<file path="src/rtl/vga_tmds_encoder.sv">
// DVI 1.0 TMDS encoder for the OSD pixel stream: the input register feeds a
// transition-minimising stage, then a DC-balance stage with a disparity counter per channel.
module vga_tmds_encoder #(
  parameter bit         c_sync_invert  = 1'b0,
  parameter logic [9:0] c_clock_symbol = 10'b1111100000
) (
  input  logic       clk_pixel,
  input  logic       resetn,
  input  logic       clk_pixel_ena,
  input  logic [7:0] i_r,
  input  logic [7:0] i_g,
  input  logic [7:0] i_b,
  input  logic       i_hsync,
  input  logic       i_vsync,
  input  logic       i_blank,
  output logic [9:0] out_red,
  output logic [9:0] out_green,
  output logic [9:0] out_blue,
  output logic [9:0] out_clock
);

  localparam int unsigned NCH = 3;

  localparam logic [9:0] CTRL_00 = 10'b1101010100;
  localparam logic [9:0] CTRL_01 = 10'b0010101011;
  localparam logic [9:0] CTRL_10 = 10'b0101010100;
  localparam logic [9:0] CTRL_11 = 10'b1010101011;

  typedef struct packed {
    logic signed [4:0] cnt;
    logic [9:0]        sym;
  } balance_t;

  function automatic logic [3:0] ones8(input logic [7:0] v);
    logic [3:0] n;
    n = '0;
    for (int unsigned i = 0; i < 8; i++) begin
      n = n + {3'b000, v[i]};
    end
    return n;
  endfunction

  function automatic logic [8:0] minimise(input logic [7:0] d);
    logic [3:0] n1;
    logic       use_xnor;
    logic [8:0] q;
    n1       = ones8(d);
    use_xnor = (n1 > 4'd4) || ((n1 == 4'd4) && !d[0]);
    q        = '0;
    q[0]     = d[0];
    for (int unsigned i = 1; i < 8; i++) begin
      q[i] = use_xnor ? ~(q[i-1] ^ d[i]) : (q[i-1] ^ d[i]);
    end
    q[8] = ~use_xnor;
    return q;
  endfunction

  // Sums are formed at 6 bits so the +/-2 term and N1-N0 cannot wrap before truncation.
  function automatic balance_t balance(input logic [8:0] q, input logic signed [4:0] cnt);
    balance_t          r;
    logic [3:0]        n1;
    logic [3:0]        n0;
    logic signed [5:0] cnt_w;
    logic signed [5:0] diff;
    logic signed [5:0] sum;
    n1    = ones8(q[7:0]);
    n0    = 4'd8 - n1;
    cnt_w = {cnt[4], cnt};
    diff  = $signed({2'b00, n1}) - $signed({2'b00, n0});
    if ((cnt == 5'sd0) || (n1 == n0)) begin
      r.sym = {~q[8], q[8], (q[8] ? q[7:0] : ~q[7:0])};
      sum   = q[8] ? (cnt_w + diff) : (cnt_w - diff);
    end else if ((!cnt[4] && (n1 > n0)) || (cnt[4] && (n0 > n1))) begin
      r.sym = {1'b1, q[8], ~q[7:0]};
      sum   = cnt_w + (q[8] ? 6'sd2 : 6'sd0) - diff;
    end else begin
      r.sym = {1'b0, q[8], q[7:0]};
      sum   = cnt_w - (q[8] ? 6'sd0 : 6'sd2) + diff;
    end
    r.cnt = sum[4:0];
    return r;
  endfunction

  function automatic logic [9:0] ctrl_symbol(input logic [1:0] c);
    logic [9:0] s;
    case (c)
      2'b00:   s = CTRL_00;
      2'b01:   s = CTRL_01;
      2'b10:   s = CTRL_10;
      default: s = CTRL_11;
    endcase
    return s;
  endfunction

  logic [7:0] pix [NCH];
  logic [9:0] sym [NCH];
  logic       blank0;
  logic       blank1;
  logic [1:0] sync0;
  logic [1:0] sync1;

  assign pix[0] = i_b;
  assign pix[1] = i_g;
  assign pix[2] = i_r;

  // Control flags travel alongside the data so blank and sync stay aligned with the symbols.
  always_ff @(posedge clk_pixel) begin
    if (!resetn) begin
      blank0 <= 1'b1;
      blank1 <= 1'b1;
      sync0  <= '0;
      sync1  <= '0;
    end else if (clk_pixel_ena) begin
      blank0 <= i_blank;
      sync0  <= {i_vsync, i_hsync} ^ {2{c_sync_invert}};
      blank1 <= blank0;
      sync1  <= sync0;
    end
  end

  for (genvar ch = 0; ch < NCH; ch++) begin : g_chan
    logic [7:0]        din;
    logic [8:0]        qm;
    logic [9:0]        sym_r;
    logic signed [4:0] cnt;
    logic [1:0]        ctl;
    balance_t          bal;

    if (ch == 0) begin : g_sync
      assign ctl = sync1;
    end else begin : g_nosync
      assign ctl = 2'b00;
    end

    assign bal = balance(qm, cnt);

    always_ff @(posedge clk_pixel) begin
      if (!resetn) begin
        din   <= '0;
        qm    <= '0;
        sym_r <= CTRL_00;
        cnt   <= '0;
      end else if (clk_pixel_ena) begin
        din <= pix[ch];
        qm  <= minimise(din);
        if (blank1) begin
          sym_r <= ctrl_symbol(ctl);
          cnt   <= '0;
        end else begin
          sym_r <= bal.sym;
          cnt   <= bal.cnt;
        end
      end
    end

    assign sym[ch] = sym_r;
  end

  assign out_blue  = sym[0];
  assign out_green = sym[1];
  assign out_red   = sym[2];
  assign out_clock = c_clock_symbol;

endmodule

</file>
<file path="config.mk">
export PLATFORM = sky130hd
export DESIGN_NAME = vga_tmds_encoder
export DESIGN_NICKNAME = d
export VERILOG_FILES = /design/src/rtl/vga_tmds_encoder.sv
export SDC_FILE = /design/constraint.sdc
export NUM_CORES = 1
export LEC_CHECK = 0
export BUFFER_PORTS_ARGS = -buffer_cell sky130_fd_sc_hd__buf_2
export CAP_MARGIN = 40
export CELL_PAD_IN_SITES_DETAIL_PLACEMENT = 1
export CELL_PAD_IN_SITES_GLOBAL_PLACEMENT = 2
export CORE_ASPECT_RATIO = 0.5
export CORE_MARGIN = 2
export CORE_UTILIZATION = 41
export DETAILED_ROUTE_END_ITERATION = 8
export MAX_ROUTING_LAYER = met4
export PLACE_DENSITY = 0.95
export SLEW_MARGIN = 20
export SYNTH_ARGS = -nofsm -noshare
export SYNTH_HDL_FRONTEND = slang
export SYNTH_SLANG_ARGS = --single-unit
</file>
<file path="constraint.sdc">
create_clock -name clk_pixel -period 16.17 [get_ports clk_pixel]
set_input_delay 1.617 -clock clk_pixel [delete_from_list [all_inputs] [get_ports clk_pixel]]
set_output_delay 1.617 -clock clk_pixel [all_outputs]
set_load 0.005 [all_outputs]
</file>
==> flow_summary.json <==
{
  "drt_first_pass_iters": 4,
  "clk_pin_slew_ns": 0.08,
  "vdd.ir_drop.worst_mv": 0.06222,
  "cts-buffers-inserted": 9,
  "cts_hold_buf": 0,
  "synth_ff_type": "dfxtp_1",
  "path_max_fanout": 7,
  "startpoint_type": "flop",
  "status": "completed",
  "min_to": "g_chan[0].cnt[0]",
  "num_io_pins": 70,
  "routed_wl_mm": 18.48,
  "postCtsSetupBuffers": 0,
  "io_buffers": 59,
  "chipHeight_um": 100.3,
  "crit_type": "reg -> reg",
  "grt_pass1_wl_mm": 30.76,
  "wl_per_cell_um": 16.38,
  "ys_async_sr_fraction_pct": 0,
  "post-dp-hpwl_mm": 14.05,
  "rsz0062_at_grt": "no",
  "root_buffer": "clkbuf_16",
  "overflow": 0,
  "worstPathRequired_ns": 16.42,
  "htreeDepth": 3,
  "fp.coreArea_um2": 18310,
  "power_density_nw_per_um2": 174.9,
  "finalNonFillerCells": 1128,
  "min_from": "g_chan[0].cnt[0]",
  "worstPathArrival_ns": 6.27,
  "p_leak_nw": 3.887,
  "drc": 0,
  "rows": 35,
  "place_congestion": 0.8123,
  "vias": 5740,
  "clock-sinks": 102,
  "synthesis.instances": 835,
  "n_antenna_cell": 0,
  "drive_above_1_share_pct": 12.73,
  "vias_per_cell": 5.089,
  "yosysSeqAreaShare_pct": 26.85,
  "r2r-start": "g_chan[2].qm[0]",
  "synth_edf_count": 0,
  "tightest_slew_ns": 0.8615,
  "r2r_end": "g_chan[2].cnt[4]",
  "ys_ff_latch": 102,
  "fin_crit_sh_pct": 37.25,
  "die_area_um2": 19720,
  "ys_types": 64,
  "endpoint_kind": "flop",
  "min_path_type": "reg -> reg",
  "chipWidth_um": 196.6,
  "drt_iter0_drc": 190,
  "syn_avg_cell_area_um2": 9.108,
  "grt_pass1_vias": 6076,
  "slew_viol_final": 0,
  "finalSetupViolations": 0,
  "synth_area_um2": 7605,
  "clk_latency_ns": 0.36,
  "ff2ff_setup_slack_ns": 10.15,
  "hold_slack_ns": 0.4673,
  "final_nets": 1016,
  "final_common_cell": "inv_1",
  "fmax_mhz": 166.0,
  "layout_common_cells": "inv_1 (107), dfxtp_1 (102), nor2_1 (84), mux2i_1 (69)",
  "slew_headroom_pct": 42.57,
  "area_delta_synth_final_pct": 10.69,
  "finalClockSkew_ns": 0.01205,
  "cts_repair_resize_count": 0,
  "maxCapViolCount": 0,
  "min_period_ns": 6.023,
  "ys_warn_count": 0,
  "antenna_found_initial": 0,
  "grt.total_usage_pct": 19.95,
  "worstHoldPathCells": 1,
  "fin_setup_tns_ns": 0,
  "antenna_left": 0,
  "grt_max_degree": 76,
  "final_core_util_pct": 45.99,
  "hold_viol_final": 0,
  "place_inst": 1111,
  "clock_path_buffers": 2,
  "reg2regPathDepth": 21,
  "cts_tree": "done",
  "start_util_pct": 41.54
}
through the flow:
| stage | setup slack (ns) | instance area (µm²) | power (mW) |
|---|---|---|---|
| floorplan | 10.79 | 7635 | 1.044 |
| global placement | 10.48 | 8094 | 1.194 |
| detailed placement | 10.17 | 8094 | 1.247 |
| CTS | 10.14 | 8391 | 1.479 |
| global route | 9.859 | 8418 | 1.608 |
| finish | 10.15 | 8418 | 1.473 |
power breakdown:
group	switching, mW	internal [mW]	total (mW)	leakage, nW
sequential	0.0160	0.269	0.285	0.836
combinational	0.544	0.427	0.970	2.91
clock	0.109	0.108	0.218	0.142
total	0.669	0.804	1.47	3.89
area by class of cell:
type | count | area, µm²
sequential | 102 | 2042
multi-input combinational | 595 | 5007
timing repair buffer | 64 | 355.3
clock inverter | 7 | 71.32
inverter | 111 | 416.7
fill | 2136 | 9887
clock buffer | 9 | 225.2
tap | 240 | 300.3
logic make-up after synthesis:
kind of cell	Yosys count	synth area share, %
AND/OR/NAND/NOR	182	11.06
buffers and inverters	146	7.700
AO/OA/AOI/OAI	133	12.09
adder cells (fa/ha/maj)	103	20.80
flip-flops	102	26.85
XOR/XNOR	86	10.10
multiplexers	81	11.30
other	2	0.09875
cell usage after synthesis (9+ instances only):
| library cell | number | area (µm²) |
|---|---|---|
| nand2b_1 | 9 | 56.30 |
| o21ai_1 | 9 | 45.04 |
| o22ai_1 | 12 | 75.07 |
| nand2_1 | 39 | 146.4 |
| nor2b_1 | 9 | 56.30 |
| nor2_1 | 84 | 315.3 |
| xor2_1 | 20 | 175.2 |
| a21o_1 | 12 | 90.09 |
| xnor2_1 | 64 | 560.5 |
| clkbuf_1 | 20 | 75.07 |
| dfxtp_1 | 102 | 2042 |
| inv_1 | 108 | 405.4 |
| mux2i_1 | 69 | 690.7 |
| buf_4 | 10 | 75.07 |
| and2_1 | 10 | 62.56 |
| o21ai_0 | 9 | 45.04 |
| fa_1 | 39 | 780.8 |
| ha_1 | 64 | 800.8 |
| a21oi_1 | 39 | 195.2 |
routing by layer:
| metal | up-vias | wire length, µm | GRT usage [%] |
|---|---|---|---|
| met1 | 2850 | 9167 | 25.68 |
| li1 | 2824 | - | - |
| met3 | 15 | 363 | 2.621 |
| met5 | - | 0 | - |
| met2 | 51 | 8775 | 34.10 |
| met4 | 0 | 169 | 3.875 |
registers in the layout, indices dropped and copies added (netlist names):
signal and count:
g_chan.ctl 2, out_red 10, out_blue 10, sync0 2, g_chan.qm 27, g_chan.din 24
blank1 1, blank0 1, out_green 10, g_chan.cnt 15
worst max path at each step:
stage / start / slack (ns) / to
floorplan: g_chan[2].qm[0] / 10.79 / g_chan[2].cnt[4]
global placement: g_chan[2].qm[0] / 10.48 / g_chan[2].cnt[4]
detailed placement: g_chan[2].qm[0] / 10.17 / g_chan[2].cnt[4]
CTS: g_chan[2].qm[0] / 10.14 / g_chan[2].cnt[4]
global route: g_chan[2].qm[0] / 9.86 / g_chan[2].cnt[4]
finish: g_chan[2].qm[0] / 10.15 / g_chan[2].cnt[4]
critical path: stages (launching register included):
cell      delay [ns]
dfxtp_1         0.34
inv_1           0.09
fa_1            0.57
fa_1            0.43
fa_1            0.51
inv_1           0.05
ha_1            0.20
fa_1            0.52
nor2_1          0.24
inv_2           0.09
ha_1            0.39
a21oi_1         0.10
o22ai_1         0.48
xnor2_1         0.18
ha_1            0.34
o21ai_0         0.15
and3_1          0.23
o32a_1          0.18
a211oi_2        0.22
mux2i_1         0.27
o32ai_2         0.12
a21bo_1         0.22
Note: power is estimated with default switching activity, not from simulation.
